**src/rtl/pkt_mem_reader_if.sv**
```systemverilog
// rtl/pkt_mem_reader_if.sv - descriptor, SRAM read port and byte stream bundle for pkt_mem_reader
interface pkt_mem_reader_if #(
  parameter int DATA_W = 8,
  parameter int ADDR_W = 12,
  parameter int LEN_W  = 12
);
  logic              i_desc_valid;
  logic              o_desc_ready;
  logic [ADDR_W-1:0] i_desc_addr;
  logic [LEN_W-1:0]  i_desc_len;
  logic              o_mem_rd;
  logic [ADDR_W-1:0] o_mem_addr;
  logic [DATA_W-1:0] i_mem_data;
  logic              o_valid;
  logic [DATA_W-1:0] o_data;
  logic              o_last;
  logic              i_ready;
  logic              o_busy;

  // reader side
  modport master (
    input  i_desc_valid, i_desc_addr, i_desc_len, i_mem_data, i_ready,
    output o_desc_ready, o_mem_rd, o_mem_addr, o_valid, o_data, o_last, o_busy
  );

  // descriptor source, SRAM and downstream consumer side
  modport slave (
    output i_desc_valid, i_desc_addr, i_desc_len, i_mem_data, i_ready,
    input  o_desc_ready, o_mem_rd, o_mem_addr, o_valid, o_data, o_last, o_busy
  );
endinterface

```
**src/rtl/pkt_mem_reader.sv**
```systemverilog
// rtl/pkt_mem_reader.sv - packet SRAM read engine streaming descriptor bytes with last marking
module pkt_mem_reader #(
  parameter int DATA_W = 8,
  parameter int DEPTH  = 3072,
  parameter int ADDR_W = $clog2(DEPTH),
  parameter int LEN_W  = 12
) (
  input logic           i_clk,
  input logic           i_rst_n,
  pkt_mem_reader_if.master bus
);

  typedef enum logic [1:0] {IDLE, READ, DRAIN} state_t;

  state_t            state;
  logic [ADDR_W-1:0] addr;
  logic [LEN_W-1:0]  rd_cnt;
  logic              rd_last;

  logic [DATA_W-1:0] fifo_data0, fifo_data1;
  logic              fifo_last0, fifo_last1;
  logic              wr_ptr, rd_ptr;
  logic [1:0]        count;

  logic              accept, push, pop, issue, head_last;
  logic [LEN_W-1:0]  len_clamped;
  logic [ADDR_W-1:0] addr_next;

  assign accept      = bus.i_desc_valid && (state == IDLE);
  assign len_clamped = (bus.i_desc_len > LEN_W'(DEPTH)) ? LEN_W'(DEPTH) : bus.i_desc_len;
  assign addr_next   = (addr == ADDR_W'(DEPTH - 1)) ? '0 : addr + ADDR_W'(1);

  // The read issued last cycle lands in the FIFO on this edge.
  assign push = bus.o_mem_rd;
  assign pop  = (count != 2'd0) && bus.i_ready;

  // A pop in this cycle frees a slot, which keeps the stream gap-free at one byte per cycle.
  assign issue = (state == READ) &&
                 (({1'b0, count} + {2'b0, bus.o_mem_rd}) < (3'd2 + {2'b0, pop}));

  assign head_last        = rd_ptr ? fifo_last1 : fifo_last0;
  assign bus.o_valid      = (count != 2'd0);
  assign bus.o_data       = rd_ptr ? fifo_data1 : fifo_data0;
  assign bus.o_last       = bus.o_valid && head_last;
  assign bus.o_desc_ready = (state == IDLE);
  assign bus.o_busy       = (state != IDLE);

  // Control FSM: descriptor capture, read issue with address wrap, and completion on the last pop.
  always_ff @(posedge i_clk or negedge i_rst_n) begin
    if (!i_rst_n) begin
      state          <= IDLE;
      addr           <= '0;
      rd_cnt         <= '0;
      rd_last        <= 1'b0;
      bus.o_mem_rd   <= 1'b0;
      bus.o_mem_addr <= '0;
    end else begin
      bus.o_mem_rd <= issue;
      rd_last      <= issue && (rd_cnt == LEN_W'(1));
      if (issue) begin
        bus.o_mem_addr <= addr;
        addr           <= addr_next;
        rd_cnt         <= rd_cnt - LEN_W'(1);
      end
      case (state)
        IDLE: begin
          if (accept && (len_clamped != '0)) begin
            state  <= READ;
            addr   <= bus.i_desc_addr;
            rd_cnt <= len_clamped;
          end
        end
        READ: begin
          if (issue && (rd_cnt == LEN_W'(1))) state <= DRAIN;
        end
        DRAIN: begin
          if (pop && head_last) state <= IDLE;
        end
        default: state <= IDLE;
      endcase
    end
  end

  // Two-entry output FIFO holding each byte with its end-of-packet flag.
  always_ff @(posedge i_clk or negedge i_rst_n) begin
    if (!i_rst_n) begin
      fifo_data0 <= '0;
      fifo_data1 <= '0;
      fifo_last0 <= 1'b0;
      fifo_last1 <= 1'b0;
      wr_ptr     <= 1'b0;
      rd_ptr     <= 1'b0;
      count      <= 2'd0;
    end else begin
      if (push) begin
        if (wr_ptr) begin
          fifo_data1 <= bus.i_mem_data;
          fifo_last1 <= rd_last;
        end else begin
          fifo_data0 <= bus.i_mem_data;
          fifo_last0 <= rd_last;
        end
        wr_ptr <= ~wr_ptr;
      end
      if (pop) rd_ptr <= ~rd_ptr;
      count <= count + {1'b0, push} - {1'b0, pop};
    end
  end

endmodule

```
**src/flat_wrapper.sv**
```systemverilog
// flat-port wrapper written by rule: the top's interface ports become plain ports
module pkt_mem_reader_flat 
#(
  parameter int DATA_W = 8,
  parameter int DEPTH  = 3072,
  parameter int ADDR_W = $clog2(DEPTH),
  parameter int LEN_W  = 12
)
  (i_clk, i_rst_n, bus_i_desc_valid, bus_i_desc_addr, bus_i_desc_len, bus_i_mem_data, bus_i_ready, bus_o_desc_ready, bus_o_mem_rd, bus_o_mem_addr, bus_o_valid, bus_o_data, bus_o_last, bus_o_busy);
  pkt_mem_reader_if #(.DATA_W(DATA_W), .ADDR_W(ADDR_W), .LEN_W(LEN_W)) bus_i ();
  input logic i_clk;
  input logic i_rst_n;
  input wire logic [$bits(bus_i.i_desc_valid)-1:0] bus_i_desc_valid;
  input wire logic [$bits(bus_i.i_desc_addr)-1:0] bus_i_desc_addr;
  input wire logic [$bits(bus_i.i_desc_len)-1:0] bus_i_desc_len;
  input wire logic [$bits(bus_i.i_mem_data)-1:0] bus_i_mem_data;
  input wire logic [$bits(bus_i.i_ready)-1:0] bus_i_ready;
  output wire logic [$bits(bus_i.o_desc_ready)-1:0] bus_o_desc_ready;
  output wire logic [$bits(bus_i.o_mem_rd)-1:0] bus_o_mem_rd;
  output wire logic [$bits(bus_i.o_mem_addr)-1:0] bus_o_mem_addr;
  output wire logic [$bits(bus_i.o_valid)-1:0] bus_o_valid;
  output wire logic [$bits(bus_i.o_data)-1:0] bus_o_data;
  output wire logic [$bits(bus_i.o_last)-1:0] bus_o_last;
  output wire logic [$bits(bus_i.o_busy)-1:0] bus_o_busy;
  assign bus_i.i_desc_valid = bus_i_desc_valid;
  assign bus_i.i_desc_addr = bus_i_desc_addr;
  assign bus_i.i_desc_len = bus_i_desc_len;
  assign bus_i.i_mem_data = bus_i_mem_data;
  assign bus_i.i_ready = bus_i_ready;
  assign bus_o_desc_ready = bus_i.o_desc_ready;
  assign bus_o_mem_rd = bus_i.o_mem_rd;
  assign bus_o_mem_addr = bus_i.o_mem_addr;
  assign bus_o_valid = bus_i.o_valid;
  assign bus_o_data = bus_i.o_data;
  assign bus_o_last = bus_i.o_last;
  assign bus_o_busy = bus_i.o_busy;
  pkt_mem_reader #(.DATA_W(DATA_W), .DEPTH(DEPTH), .ADDR_W(ADDR_W), .LEN_W(LEN_W)) u_core (.i_clk(i_clk), .i_rst_n(i_rst_n), .bus(bus_i));
endmodule
```
**config.mk**
```make
export PLATFORM = sky130hd
export DESIGN_NAME = pkt_mem_reader_flat
export DESIGN_NICKNAME = d
export VERILOG_FILES = /design/src/rtl/pkt_mem_reader_if.sv /design/src/rtl/pkt_mem_reader.sv /design/src/flat_wrapper.sv
export SDC_FILE = /design/constraint.sdc
export NUM_CORES = 1
export LEC_CHECK = 0
export ABC_AREA = 1
export ABC_CLOCK_PERIOD_IN_PS = 4200
export CORE_MARGIN = 3
export CORE_UTILIZATION = 61
export CTS_BUF_LIST = sky130_fd_sc_hd__clkbuf_4 sky130_fd_sc_hd__clkbuf_8 sky130_fd_sc_hd__clkbuf_16
export DETAILED_ROUTE_END_ITERATION = 12
export DONT_BUFFER_PORTS = 1
export GPL_ROUTABILITY_DRIVEN = 0
export GPL_TIMING_DRIVEN = 0
export HOLD_SLACK_MARGIN = 0.06
export PLACE_DENSITY = 0.77
export SYNTH_ARGS = -nofsm -noshare
export SYNTH_HDL_FRONTEND = slang
export SYNTH_SLANG_ARGS = --single-unit
```
**constraint.sdc**
```tcl
create_clock -name i_clk -period 4.2 [get_ports i_clk]
set_input_delay 0.84 -clock i_clk [delete_from_list [all_inputs] [get_ports i_clk]]
set_output_delay 0.84 -clock i_clk [all_outputs]
set_load 0.02 [all_outputs]
```
==> flow_summary.yaml <==
global_routing:
  use_met1_pct: 32.6
  busiest_layer: "met2"
  grt_pass1_vias: 2931
  met2_usage_pct: 40.6
  grt_max_degree: 63
  use_met3_pct: 6.47
  antenna_found_initial: 0
  grt-ovfl-total: 0
  grt_pass1_wl_um: 12800
  grt_usage_pct: 25.3
worst_setup_path:
  crit_required_ns: 3.36
  path_class: "register to output port"
  cp_max_fo: 10
  rr_worst_depth: 8
  critPathLaunchType: "register"
  crit_arrival_ns: 1.80
  worstSetupEndpointType: "output port"
power_and_ir_drop:
  vdd_ir_drop_max_uv: 429
  leakagePower_nw: 2.01
  pwr_density_cell_nw_per_um2: 806
final_layout:
  area_delta_synth_final_pct: 9.56
  final_area_sq_um: 3810
  final_layout_size_suffix_gt1_share_pct: 7.93
  num_antenna_cells: 0
  layout.nets: 530
  fin_cells: 562
sta:
  slew_headroom_pct: 65.3
  fmax_mhz: 379
  slew_viol_final: 0
  worst_slack_ns: 1.56
  fin_crit_sh_pct: 62.8
  skew_ns: 0.00539
  fin_crit_ns: 2.64
  hold_viol_final: 0
  setup_viol: 0
  worst_pin_slew_ns: 0.521
  fin_tns_setup_ns: 0
  timing.hold.ws_ns: 0.186
  grt_setup_unrepaired: "false"
clocking:
  cts-root-buf: "clkbuf_8"
  cts_resized: 0
  cts_made_buffers: 9
  cts_hold_buf: 0
  cts_tree: "done"
  cts_sinks: 62
  cts_setup_buffers: 0
  clock_latency_ns: 0.34
  clk_pin_slew_worst_paths_ns: 0.07
  cts_max_level: 3
  clockBufferDepth: 2
place:
  place_inst: 546
  place_area_sq_um: 3570
  post-place-ws_ns: 1.93
  post-dp-hpwl_um: 5540
  io_buffers: 0
synthesis:
  synth_fp_nets: 519
  syn_avg_cell_area_sq_um: 7.32
  synthesis.area_sq_um: 3480
  yosysWarnings: 0
  synth_seq_area_share_pct: 44.6
  synth.distinct_cells: 34
  postSynthCellCount: 476
  ys_ff_latch: 62
detailed_routing:
  vias_per_cell: 5.41
  remaining_drc_errors: 0
  wl_um: 7770
  drtIter0Drc: 148
  wl_per_cell_um: 13.8
  dr.pass1.iters: 4
  vias: 3042
  antenna_left: 0
die:
  num_io_pins: 61
  start_util_pct: 65.7
  dieArea_sq_um: 6650
  rows: 26
  chipWidth_um: 81.6
  core_sq_um: 5300
  die_h_um: 81.6
flow_run:
  maxCapViolations: 0
outcome:
  status: "finished clean"
hold_path:
  worstHoldPathType: "input port to asynchronous set/reset pin"
[flip-flops by register name, indices dropped and copies added (netlist names)]
signal,count
u_core.fifo_last0,1
u_core.bus.o_mem_rd,1
u_core.state,2
u_core.wr_ptr,1
u_core.addr,12
u_core.fifo_data0,8
u_core.rd_last,1
u_core.fifo_data1,8
u_core.fifo_last1,1
u_core.count,2
u_core.bus.o_mem_addr,12
u_core.rd_ptr,1
u_core.rd_cnt,12
[path summary, 6_finish.rpt]
path                                             startpoint                                     to  slack (ns)
setup / recovery                  u_core.rd_ptr$_DFFE_PN0P_                          bus_o_data[4]        1.56
hold / removal                                      i_rst_n              u_core.rd_ptr$_DFFE_PN0P_        0.19
setup reg to reg              u_core.bus.o_mem_rd$_DFF_PN0_               u_core.addr[3]$_DFF_PN0_        2.10
hold reg to reg            u_core.fifo_data1[6]$_DFFE_PN0P_       u_core.fifo_data1[6]$_DFFE_PN0P_        0.49
max in group asynchronous                           i_rst_n  u_core.bus.o_mem_addr[10]$_DFFE_PN0N_        3.91
min in group i_clk         u_core.fifo_data1[6]$_DFFE_PN0P_       u_core.fifo_data1[6]$_DFFE_PN0P_        0.49
[cells by family (layout without fill, tap and decap cells)]
logic type | count (synthesis) | count (layout) | share of synthesized area [%]
multiplexers | 1 | 1 | 0.287
flip-flops | 62 | 62 | 44.6
AO/OA/AOI/OAI | 52 | 52 | 8.01
buffers and inverters | 71 | 87 | 8.62
AND/OR/NAND/NOR | 268 | 268 | 32.2
XOR/XNOR | 15 | 15 | 3.77
adder cells (fa/ha/maj) | 7 | 7 | 2.52
[worst max-delay path: stages, from the launching register on]
cell	delay (ns)
dfrtp_1	0.33
clkbuf_1	0.40
clkinv_1	0.41
nand2_1	0.14
nand2_1	0.17
[final cells by class]
class / instances / area (sq um)
Fill cell: 475 / 1490
Clock buffer: 9 / 124
Tap cell: 70 / 87.6
Sequential cell: 62 / 1550
Multi-Input combinational cell: 343 / 1630
Buffer: 16 / 93.8
Inverter: 55 / 206
Clock inverter: 7 / 121
[cells in the mapped netlist, drive strengths merged]
cell type / instances / area [sq um]
xor2: 13 / 114
nand3: 36 / 180
ha: 7 / 87.6
and3: 1 / 6.26
o211ai: 1 / 7.51
o21ai: 44 / 224
nor2: 48 / 188
o31ai: 1 / 7.51
a21oi: 4 / 20.0
o21bai: 1 / 11.3
nor4: 1 / 12.5
mux2i: 1 / 10.0
nand3b: 1 / 7.51
xnor2: 2 / 17.5
o41ai: 1 / 8.76
inv: 53 / 199
nand4: 7 / 43.8
clkinv: 2 / 7.51
clkbuf: 7 / 26.3
nand2: 169 / 652
dfrtp: 62 / 1550
nor3: 3 / 20.0
buf: 9 / 67.6
or2: 2 / 12.5
[per-layer routing]
layer / share of wire (%) / vias up
met5: 0 / -
met4: 1.3 / 0
met3: 8.2 / 11
met2: 46 / 115
met1: 44 / 1399
li1: - / 1517
[cells in the final DEF (no fill, tap or decap), types with 2 or more instances in the layout]
master / count
nand2_1: 164
dfrtp_1: 62
inv_1: 52
nor2_1: 45
o21ai_0: 42
nand3_1: 36
xor2_1: 13
clkbuf_8: 9
nand4_1: 7
clkbuf_1: 7
ha_1: 7
nand2_2: 4
buf_4: 4
a21oi_1: 4
buf_2: 3
nor2_2: 3
bufinv_16: 3
buf_6: 2
nor3_1: 2
clkinv_1: 2
xnor2_1: 2
clkinv_4: 2
[metrics by stage]
| stage | util [%] | total power, mW |
|---|---|---|
| floorplan | - | 2.12 |
| global route | 71.9 | 3.35 |
| detailed placement | 67.3 | 2.42 |
| finish | 71.9 | 3.07 |
| CTS | 71.9 | 3.08 |
| global placement | 67.3 | 2.37 |
[power by group]
part | leakage, nW | internal (mW) | switching, mW | total, mW
combinational | 1.11 | 0.428 | 0.872 | 1.30
sequential | 0.778 | 0.867 | 0.262 | 1.13
clock | 0.124 | 0.397 | 0.248 | 0.645
total | 2.01 | 1.69 | 1.38 | 3.07
No activity file was read; power rests on OpenSTA's default activity.
